### src/rtl/ysyx_22041207_muldiv_pkg.sv
// Shared constants for the iterative multiply/divide unit: op encodings,
// FSM state codes and a small op-class helper.
package ysyx_22041207_muldiv_pkg;

    localparam logic [2:0] OP_MUL    = 3'd0;
    localparam logic [2:0] OP_MULH   = 3'd1;
    localparam logic [2:0] OP_MULHSU = 3'd2;
    localparam logic [2:0] OP_MULHU  = 3'd3;
    localparam logic [2:0] OP_DIV    = 3'd4;
    localparam logic [2:0] OP_DIVU   = 3'd5;
    localparam logic [2:0] OP_REM    = 3'd6;
    localparam logic [2:0] OP_REMU   = 3'd7;

    localparam logic [1:0] ST_IDLE = 2'd0;
    localparam logic [1:0] ST_CALC = 2'd1;
    localparam logic [1:0] ST_DONE = 2'd2;

    function automatic logic op_is_div(input logic [2:0] op);
        return op[2];
    endfunction

endpackage

### src/rtl/ysyx_22041207_muldiv_step.sv
// One radix-2 iteration: MSB-first shift-add for multiply, restoring
// shift-subtract for divide (remainder lives in acc low half, quotient in opa).
module ysyx_22041207_muldiv_step #(
    parameter int XLEN = 64
) (
    input  logic                is_div,
    input  logic [2*XLEN-1:0]   acc_in,
    input  logic [XLEN-1:0]     opa_in,
    input  logic [XLEN-1:0]     opb,
    output logic [2*XLEN-1:0]   acc_out,
    output logic [XLEN-1:0]     opa_out
);

    logic [2*XLEN-1:0] mul_addend;
    logic [XLEN:0]     shifted;
    logic [XLEN:0]     diff;
    logic              ge;

    always_comb begin
        mul_addend = opa_in[XLEN-1] ? {{XLEN{1'b0}}, opb} : '0;
        shifted    = {acc_in[XLEN-1:0], opa_in[XLEN-1]};
        diff       = shifted - {1'b0, opb};
        ge         = (shifted >= {1'b0, opb});
        if (is_div) begin
            acc_out = {{XLEN{1'b0}}, (ge ? diff[XLEN-1:0] : shifted[XLEN-1:0])};
            opa_out = {opa_in[XLEN-2:0], ge};
        end else begin
            acc_out = {acc_in[2*XLEN-2:0], 1'b0} + mul_addend;
            opa_out = {opa_in[XLEN-2:0], 1'b0};
        end
    end

endmodule

### src/rtl/ysyx_22041207_muldiv.sv
// Iterative RV64M multiply/divide unit on unsigned magnitudes with sign fix-up.
// Optional macro YSYX_22041207_MULDIV_FAST_ZERO_EN short-cuts zero operands.
module ysyx_22041207_muldiv
    import ysyx_22041207_muldiv_pkg::*;
#(
    parameter int XLEN  = 64,
    parameter int CNT_W = 7
) (
    input  logic            clk,
    input  logic            rst,
    input  logic            flush,
    input  logic            in_valid,
    output logic            in_ready,
    input  logic [2:0]      op,
    input  logic            word,
    input  logic [XLEN-1:0] a,
    input  logic [XLEN-1:0] b,
    output logic            out_valid,
    input  logic            out_ready,
    output logic [XLEN-1:0] res
);

    localparam logic [CNT_W-1:0] N_FULL = CNT_W'(XLEN);
    localparam logic [CNT_W-1:0] N_WORD = CNT_W'(32);

    function automatic logic [XLEN-1:0] sext32(input logic [31:0] x);
        logic [XLEN-1:0] r;
        r       = {XLEN{x[31]}};
        r[31:0] = x;
        return r;
    endfunction

    function automatic logic [XLEN-1:0] zext32(input logic [31:0] x);
        logic [XLEN-1:0] r;
        r       = '0;
        r[31:0] = x;
        return r;
    endfunction

    logic [1:0]        state_reg;
    logic [CNT_W-1:0]  cnt_reg;
    logic [XLEN-1:0]   res_reg;
    logic [2:0]        op_reg;
    logic              word_reg, neg_reg, dz_reg;
    logic [2*XLEN-1:0] acc_reg;
    logic [XLEN-1:0]   opa_reg, opb_reg;

    logic              word_eff, is_div, a_signed, b_signed, neg_a, neg_b, res_neg, dz;
    logic [XLEN-1:0]   ext_a, ext_b, mag_a, mag_b, opa_load;
    logic              bypass;
    logic [XLEN-1:0]   fast_res;
    logic [2*XLEN-1:0] acc_step, prod;
    logic [XLEN-1:0]   opa_step, mul_res, div_mag, div_res, raw_res, fix_res;

    assign word_eff  = (XLEN > 32) ? word : 1'b0;
    assign in_ready  = (state_reg == ST_IDLE);
    assign out_valid = (state_reg == ST_DONE);
    assign res       = res_reg;

    // Request decode: extend operands, then reduce to magnitudes plus a result sign.
    always_comb begin
        is_div   = op_is_div(op);
        a_signed = (op == OP_MULH) || (op == OP_MULHSU) || (op == OP_DIV) || (op == OP_REM);
        b_signed = (op == OP_MULH) || (op == OP_DIV) || (op == OP_REM);
        ext_a    = word_eff ? (a_signed ? sext32(a[31:0]) : zext32(a[31:0])) : a;
        ext_b    = word_eff ? (b_signed ? sext32(b[31:0]) : zext32(b[31:0])) : b;
        neg_a    = a_signed & ext_a[XLEN-1];
        neg_b    = b_signed & ext_b[XLEN-1];
        mag_a    = neg_a ? -ext_a : ext_a;
        mag_b    = neg_b ? -ext_b : ext_b;
        res_neg  = (is_div && op[1]) ? neg_a : (neg_a ^ neg_b);
        dz       = is_div && (ext_b == '0);
        // Word operands are parked in the top half so the MSB-first step sees them first.
        opa_load = is_div ? mag_a : mag_b;
        if (word_eff) opa_load = opa_load << 32;
    end

    always_comb begin
        bypass   = 1'b0;
        fast_res = '0;
`ifdef YSYX_22041207_MULDIV_FAST_ZERO_EN
        bypass   = is_div ? (ext_b == '0) : ((ext_a == '0) || (ext_b == '0));
        fast_res = !is_div ? '0 : (op[1] ? ext_a : '1);
        if (word_eff) fast_res = sext32(fast_res[31:0]);
`endif
    end

    ysyx_22041207_muldiv_step #(.XLEN(XLEN)) u_step (
        .is_div  (op_reg[2]),
        .acc_in  (acc_reg),
        .opa_in  (opa_reg),
        .opb     (opb_reg),
        .acc_out (acc_step),
        .opa_out (opa_step)
    );

    // Sign fix-up and result selection, applied in the final CALC cycle.
    always_comb begin
        prod = neg_reg ? -acc_reg : acc_reg;
        if (word_reg)
            mul_res = (op_reg == OP_MUL) ? zext32(prod[31:0]) : zext32(prod[63:32]);
        else
            mul_res = (op_reg == OP_MUL) ? prod[XLEN-1:0] : prod[2*XLEN-1:XLEN];
        div_mag = op_reg[1] ? acc_reg[XLEN-1:0] : opa_reg;
        div_res = neg_reg ? -div_mag : div_mag;
        if (dz_reg && !op_reg[1]) div_res = '1;
        raw_res = op_reg[2] ? div_res : mul_res;
        fix_res = word_reg ? sext32(raw_res[31:0]) : raw_res;
    end

    always_ff @(posedge clk) begin
        if (rst) begin
            state_reg <= ST_IDLE;
            cnt_reg   <= '0;
            res_reg   <= '0;
        end else if (flush) begin
            state_reg <= ST_IDLE;
        end else begin
            case (state_reg)
                ST_IDLE: if (in_valid) begin
                    op_reg   <= op;
                    word_reg <= word_eff;
                    neg_reg  <= res_neg;
                    dz_reg   <= dz;
                    acc_reg  <= '0;
                    opa_reg  <= opa_load;
                    opb_reg  <= is_div ? mag_b : mag_a;
                    cnt_reg  <= word_eff ? N_WORD : N_FULL;
                    if (bypass) begin
                        res_reg   <= fast_res;
                        state_reg <= ST_DONE;
                    end else begin
                        state_reg <= ST_CALC;
                    end
                end
                // N step cycles, then one fix-up cycle that registers the result.
                ST_CALC: if (cnt_reg != '0) begin
                    acc_reg <= acc_step;
                    opa_reg <= opa_step;
                    cnt_reg <= cnt_reg - CNT_W'(1);
                end else begin
                    res_reg   <= fix_res;
                    state_reg <= ST_DONE;
                end
                ST_DONE: if (out_ready) state_reg <= ST_IDLE;
                default: state_reg <= ST_IDLE;
            endcase
        end
    end

endmodule

### config.mk
export PLATFORM = sky130hd
export DESIGN_NAME = ysyx_22041207_muldiv
export DESIGN_NICKNAME = d
export VERILOG_FILES = /design/src/rtl/ysyx_22041207_muldiv_pkg.sv /design/src/rtl/ysyx_22041207_muldiv_step.sv /design/src/rtl/ysyx_22041207_muldiv.sv
export SDC_FILE = /design/constraint.sdc
export NUM_CORES = 2
export LEC_CHECK = 0
export ABC_AREA = 1
export BUFFER_PORTS_ARGS = -buffer_cell sky130_fd_sc_hd__buf_2
export CELL_PAD_IN_SITES_DETAIL_PLACEMENT = 1
export CELL_PAD_IN_SITES_GLOBAL_PLACEMENT = 2
export CORE_MARGIN = 2
export CORE_UTILIZATION = 33
export CTS_CLUSTER_SIZE = 40
export DETAILED_ROUTE_END_ITERATION = 10
export PLACE_DENSITY = 0.91
export SETUP_SLACK_MARGIN = 0.02
export SYNTH_ARGS = -nofsm -noshare
export SYNTH_HDL_FRONTEND = slang
export SYNTH_HIERARCHICAL = 1
export SYNTH_SLANG_ARGS = --single-unit
### constraint.sdc
create_clock -name clk -period 13.7 [get_ports clk]
set_clock_uncertainty 0.1 [all_clocks]
set_input_delay 2.055 -clock clk [delete_from_list [all_inputs] [get_ports clk]]
set_output_delay 2.055 -clock clk [all_outputs]
set_load 0.005 [all_outputs]
# Word level (Yosys, flattened, before mapping)

Index checks and enable logic that the tools add are counted.

Add/subtract/negate cells: 7
Reduce and logical (&&, ||, !) cells: 20
Eq/ne operators: 10
Magnitude comparators: 1
$mul: 0
Divide/modulo/power cells: 0
Mux-type cells: 37
Bitwise gates (word level): 6
Shift-type cells: 0

Operators by type and width:

| operator                                             | count |
|---|---|
| two-way mux 64 bit                                   | 20 |
| two-way mux 128 bit                                  | 4 |
| case mux 128 bit (2 select lines)                    | 1 |
| negation 64 bit                                      | 3 |
| adder 128 x 64 -> 128 bit                            | 1 |
| negation 128 bit                                     | 1 |
| case mux 64 bit (2 select lines)                     | 1 |
| greater-or-equal comparator 65 x 64 -> 1 bit         | 1 |
| logical NOT 64 bit                                   | 1 |
| subtractor 64 bit                                    | 1 |
| two-way mux 32 bit                                   | 1 |
| two-way mux 7 bit                                    | 3 |
| case mux 7 bit (2 select lines)                      | 1 |
| AND reduction 4 bit                                  | 2 |
| nonzero test 7 bit                                   | 1 |
| subtractor 7 x 1 -> 7 bit (second input constant)    | 1 |
| equality test 3 bit (second input constant)          | 2 |
| two-way mux 2 bit                                    | 3 |
| != test 2 bit (second input constant)                | 3 |
| case mux 2 bit (3 select lines)                      | 1 |
| AND reduction 3 bit                                  | 2 |
| logical OR 1 bit                                     | 5 |
| AND reduction 5 bit                                  | 1 |
| equality test 3 x 1 -> 1 bit (second input constant) | 1 |
| 14 further kinds                                     | 20 |

Memories kept: 0
Bits in read-only memories: 0
Output and inout bits: 66
Input port bits: 137
Latch bits: 0
Bits in writable memories: 0
Flip-flop bits (word level): 335

# Depth between registers and ports, before layout

Depth in word-level cells: 12
Mapped depth: 22
Gate-level depth less buffers: 21

# By module

The synthesis kept the hierarchy.

Modules (own cells, without submodules):

| module                    | seq. area each (um^2) | area each (um^2) | instances | cells each |
|---|---|---|---|---|
| ysyx_22041207_muldiv      | 9,328.9               | 28,922.7         | 1         | 4,765 |
| ysyx_22041207_muldiv_step | 0.0                   | 18,502.7         | 1         | 4,076 |

# Least setup slack after synthesis

OpenSTA, ideal clock, no wires.

Path kind: input -> register
Start point: input in_valid
End point: register acc_reg[0] (enable)
Setup time: 0.748 ns
Slack: 2.582 ns
Data arrival time: 10.270 ns
Stages: 4
Path buffers: 0
Data required time: 12.852 ns
Cells stage by stage: nand2_1 nand2_1 nand2_1 nor2_1

Longest elaborated chain between the ends: 2

Ends and longest elaborated chain:

| element                              | RTL line                    | text |
|---|---|---|
| start: declaration                   | ysyx_22041207_muldiv.sv:12  | `input logic in_valid,` |
| != test 2 bit (no source line)       | --                          |  |
| AND reduction 5 bit (no source line) | --                          |  |
| end signal: assignment               | ysyx_22041207_muldiv.sv:138 | `acc_reg <= acc_step;` |
| end: declaration                     | ysyx_22041207_muldiv.sv:45  | `logic [2*XLEN-1:0] acc_reg;` |

Every way passes these cells.
A chain may end at the register's enable or synchronous reset.

# Final worst setup path

Start point: register opa_reg[63]
End point: register acc_reg[55] (data pin)

Longest elaborated chain between the ends: 5
Elaborated cells on any way between the ends: 8

Ends and longest elaborated chain:

| element                                                                | RTL line                                                         | text |
|---|---|---|
| start: declaration                                                     | ysyx_22041207_muldiv.sv:46                                       | `logic [XLEN-1:0] opa_reg, opb_reg;` |
| start signal: assignment                                               | ysyx_22041207_muldiv.sv:126                                      | `opa_reg <= opa_load;` |
| start signal: assignment                                               | ysyx_22041207_muldiv.sv:139                                      | `opa_reg <= opa_step;` |
| two-way mux 64 bit (tied with other cells)                             | ysyx_22041207_muldiv_step.sv:20                                  | `mul_addend = opa_in[XLEN-1] ? {{XLEN{1'b0}}, opb} : '0;` |
| adder 128 x 64 -> 128 bit / two-way mux 64 bit (equally long branches) | ysyx_22041207_muldiv_step.sv:28, ysyx_22041207_muldiv_step.sv:25 |  |
| two-way mux 128 bit (*)                                                | ysyx_22041207_muldiv_step.sv:24                                  | `if (is_div) begin` |
| via acc_step[55]                                                       | ysyx_22041207_muldiv.sv:52                                       | `logic [2*XLEN-1:0] acc_step, prod;` |
| two-way mux 128 bit (*)                                                | ysyx_22041207_muldiv.sv:137                                      | `ST_CALC: if (cnt_reg != '0) begin` |
| case mux 128 bit (2 select lines) (*)                                  | ysyx_22041207_muldiv.sv:119                                      | `case (state_reg)` |

Mark *: on every way through the listed nets, which the timed path passes. The rest lies on a longest branch. The select of a mux whose other input is x is not followed.

==> impl_metrics.tcl <==
set metrics [dict create \
    outcome "completed" \
    design.final.nets 9146 \
    ctsRootBufferMaster "sky130_fd_sc_hd__clkbuf_16" \
    cts.htree.levels 2 \
    worst_setup_path_startpoint "opa_reg[63]$_DFFE_PP_" \
    post-place-ws_ps 8240 \
    worstSetupStartpointType "register" \
    worstSetupPathType "reg -> reg" \
    synth_cells 8841 \
    synth_edf_count 262 \
    grt_start_max_net_pins 145 \
    layout_min_cycle_time_ps 5450 \
    cts_made_buffers 48 \
    largest_register_ff_count 128 \
    drt_wl_total_um 292000 \
    number_of_endpoints_with_negative_hold_slack_in_the_final_report 0 \
    detail-route-antenna-nets 0 \
    timing_worst_slew_pin_value_ps 1290 \
    synth_largest_area_cell "sky130_fd_sc_hd__nand2_1" \
    fillers 20100 \
    clkLatencyLatePin_ps 710 \
    power.density_mw_per_mm2 74.0 \
    arrival_ps 5730 \
    critical_path.max_fanout 42 \
    ys_top_cells_by_count "sky130_fd_sc_hd__nand2_1 (3356), sky130_fd_sc_hd__inv_1 (1426), sky130_fd_sc_hd__nor2_1 (1149)" \
    regToRegSetupSlack_ps 8250 \
    leakage_nw 26.8 \
    routedWlPerCell_um 27.0 \
    relSlewSlack_pct 13.2 \
    vdd.ir_drop.worst_mv 0.108 \
    cts-resized-gates 0 \
    drt_first_iter_violations 5862 \
    timing.critical_path.to_type "register" \
    timing.max_cap.violations 0 \
    cts_sinks 335 \
    synth_nets 9114 \
    yosys_most_used_dff "sky130_fd_sc_hd__edfxtp_1" \
    clockBufferDepth 3 \
    die-width_um 383 \
    post_cts_buffers 0 \
    synth_seq_area_share_pct 19.7 \
    worst_ep_required_time_ps 13980 \
    via_per_inst 5.50 \
    detail_route.first_pass.iterations 6 \
    layout-drive-gt1-share_pct 6.15 \
    synth.avg_cell_area_um2 5.36 \
    final_hpwl_dp_um 245000 \
    post-route-drc-count 0 \
    die_area_mm2 0.147 \
    layout_setup_ws_ps 8250 \
    fin_cells 10800 \
    number_of_port_buffers 202 \
    placedCellCount 10700 \
    via_count_of_the_first_global_routing_pass 57800 \
    clkSlewWorstSetupHoldPaths_ps 60 \
    portion_of_synthesized_cell_area_occupied_by_the_leading_cell_type_pct 26.6 \
    yosysMostFrequentCell "sky130_fd_sc_hd__nand2_1" \
    routabilityCongestion 1.09 \
    antenna_found_initial 5 \
    grt.overflow.total 0 \
    rows 139 \
    holdBufCountCts 0 \
    core_region_area_mm2 0.143 \
    achievable-frequency_ghz 0.184 \
    grt_pass1_wl_um 409000 \
    setup.worst_path.end "acc_reg[55]$_SDFFCE_PN0P_" \
    placement.cell_area_mm2 0.0498 \
    grt.total_usage_pct 38.5 \
    crit-reg2reg-capture "acc_reg[55]$_SDFFCE_PN0P_" \
    reg2regPathDepth 18 \
    flow.area_growth_from_synthesis_pct 8.43 \
    start_util_pct 33.1 \
    crit-reg2reg-launch "opa_reg[63]$_DFFE_PP_" \
    report.final.setup_viol 0 \
    vertical_die_dimension_um 383 \
    dr_total_vias 59500 \
    fin_worst_hold_slack_ps 355 \
    syn-cell-area_mm2 0.0474 \
    post_synth_num_cell_types 56 \
    setup_total_negative_slack_ps 0 \
    io-pin-count 203 \
    setup_repair_after_global_routing_missed_its_margin "no" \
    synth.area.top_cells "sky130_fd_sc_hd__nand2_1 (27%), sky130_fd_sc_hd__edfxtp_1 (17%), sky130_fd_sc_hd__inv_1 (11%)" \
    async_reset_ff_share_pct 0 \
    synth_warnings 6 \
    timing_max_transition_violations_final 0 \
    post-route-period-util_pct 39.8 \
    yosys_register_bits 335 \
    post-route-cell-area_mm2 0.0514 \
    cts_tree "yes" \
    hold_path.class "reg -> reg" \
]
==> area by class of cell <==
cell class / instances / area [um^2] / share of cell area [%]
Timing Repair Buffer: 272 / 1560 / 3.04
Clock inverter: 25 / 287 / 0.557
Tap cell: 1903 / 2380 / 4.63
Clock buffer: 61 / 1340 / 2.60
Sequential cell: 335 / 9330 / 18.1
Antenna cell: 5 / 12.5 / 0.0243
Multi-Input combinational cell: 6757 / 31000 / 60.3
Inverter: 1459 / 5480 / 10.7
==> cell usage in the layout (no fill, tap or decap), types with 37 or more instances in the layout <==
master	Yosys	final
sky130_fd_sc_hd__nand4_1	117	117
sky130_fd_sc_hd__clkbuf_16	0	51
sky130_fd_sc_hd__nand3_1	697	697
sky130_fd_sc_hd__xor2_1	118	118
sky130_fd_sc_hd__nor3_1	71	71
sky130_fd_sc_hd__nand3b_1	107	107
sky130_fd_sc_hd__dfxtp_1	73	73
sky130_fd_sc_hd__edfxtp_1	262	262
sky130_fd_sc_hd__xnor2_1	61	61
sky130_fd_sc_hd__buf_2	42	201
sky130_fd_sc_hd__nand2_1	3356	3356
sky130_fd_sc_hd__buf_4	70	69
sky130_fd_sc_hd__o21ai_0	352	352
sky130_fd_sc_hd__or2_2	37	37
sky130_fd_sc_hd__a21oi_1	271	271
sky130_fd_sc_hd__nor2_1	1149	1145
sky130_fd_sc_hd__ha_1	134	134
sky130_fd_sc_hd__inv_1	1426	1424
==> worst min path at each step <==
stage	start	end	slack (ps)	depth (start not counted)
3_5_place_dp	cnt_reg[0]$_SDFFE_PP0P_	cnt_reg[0]$_SDFFE_PP0P_	350	1
5_1_grt	cnt_reg[0]$_SDFFE_PP0P_	cnt_reg[0]$_SDFFE_PP0P_	370	1
3_3_place_gp	cnt_reg[0]$_SDFFE_PP0P_	cnt_reg[0]$_SDFFE_PP0P_	340	1
6_report	cnt_reg[0]$_SDFFE_PP0P_	cnt_reg[0]$_SDFFE_PP0P_	360	1
4_1_cts	cnt_reg[0]$_SDFFE_PP0P_	cnt_reg[0]$_SDFFE_PP0P_	350	1
2_1_floorplan	cnt_reg[0]$_SDFFE_PP0P_	cnt_reg[0]$_SDFFE_PP0P_	330	1
==> worst max-delay path, stage by stage (launching register included) <==
cell	delay, ps
sky130_fd_sc_hd__edfxtp_1	330
sky130_fd_sc_hd__buf_4	390
sky130_fd_sc_hd__buf_4	380
sky130_fd_sc_hd__nand2_1	110
sky130_fd_sc_hd__inv_1	120
sky130_fd_sc_hd__ha_1	290
sky130_fd_sc_hd__nand2_1	150
sky130_fd_sc_hd__inv_1	50
sky130_fd_sc_hd__nand2_1	80
sky130_fd_sc_hd__nand2_1	110
sky130_fd_sc_hd__a21oi_1	820
sky130_fd_sc_hd__nand3_1	960
sky130_fd_sc_hd__nand2_1	260
sky130_fd_sc_hd__nand3_1	250
sky130_fd_sc_hd__or2_2	350
sky130_fd_sc_hd__nand3_1	170
sky130_fd_sc_hd__nand2_1	80
sky130_fd_sc_hd__inv_1	60
sky130_fd_sc_hd__nor2_1	40
==> where the power goes <==
part	internal, mW	switching (mW)	total [mW]
combinational	0.320	0.900	1.22
sequential	1.15	0.0920	1.25
clock	0.741	0.598	1.34
==> cells by family after synthesis <==
group | after synthesis | share of synthesized area [%]
AOI/OAI and AO/OA | 769 | 8.79
xor gates and xnor gates | 179 | 3.31
adders and majority gates | 136 | 3.62
buffers and inverters | 1749 | 15.0
DFF | 335 | 19.7
muxes | 4 | 0.0844
and+or+nand+nor | 5669 | 49.6
==> metrics by stage <==
stage	utilization (%)	power, mW
detailed placement	34.8	2.44
global placement	34.8	2.42
finish	35.9	3.81
CTS	35.9	3.78
floorplan	-	1.95
global route	35.9	3.94
==> layer usage <==
layer  share of wire [%]  global-route usage, %  vias to the layer above
li1                    -                      -                    27500
met1                  41                   48.5                    28900
met2                  44                   61.4                     2612
met3                 7.3                   5.40                      617
met4                 7.6                   25.2                        2
met5              0.0034                      0                        -
(Power assumes the default switching activity.)
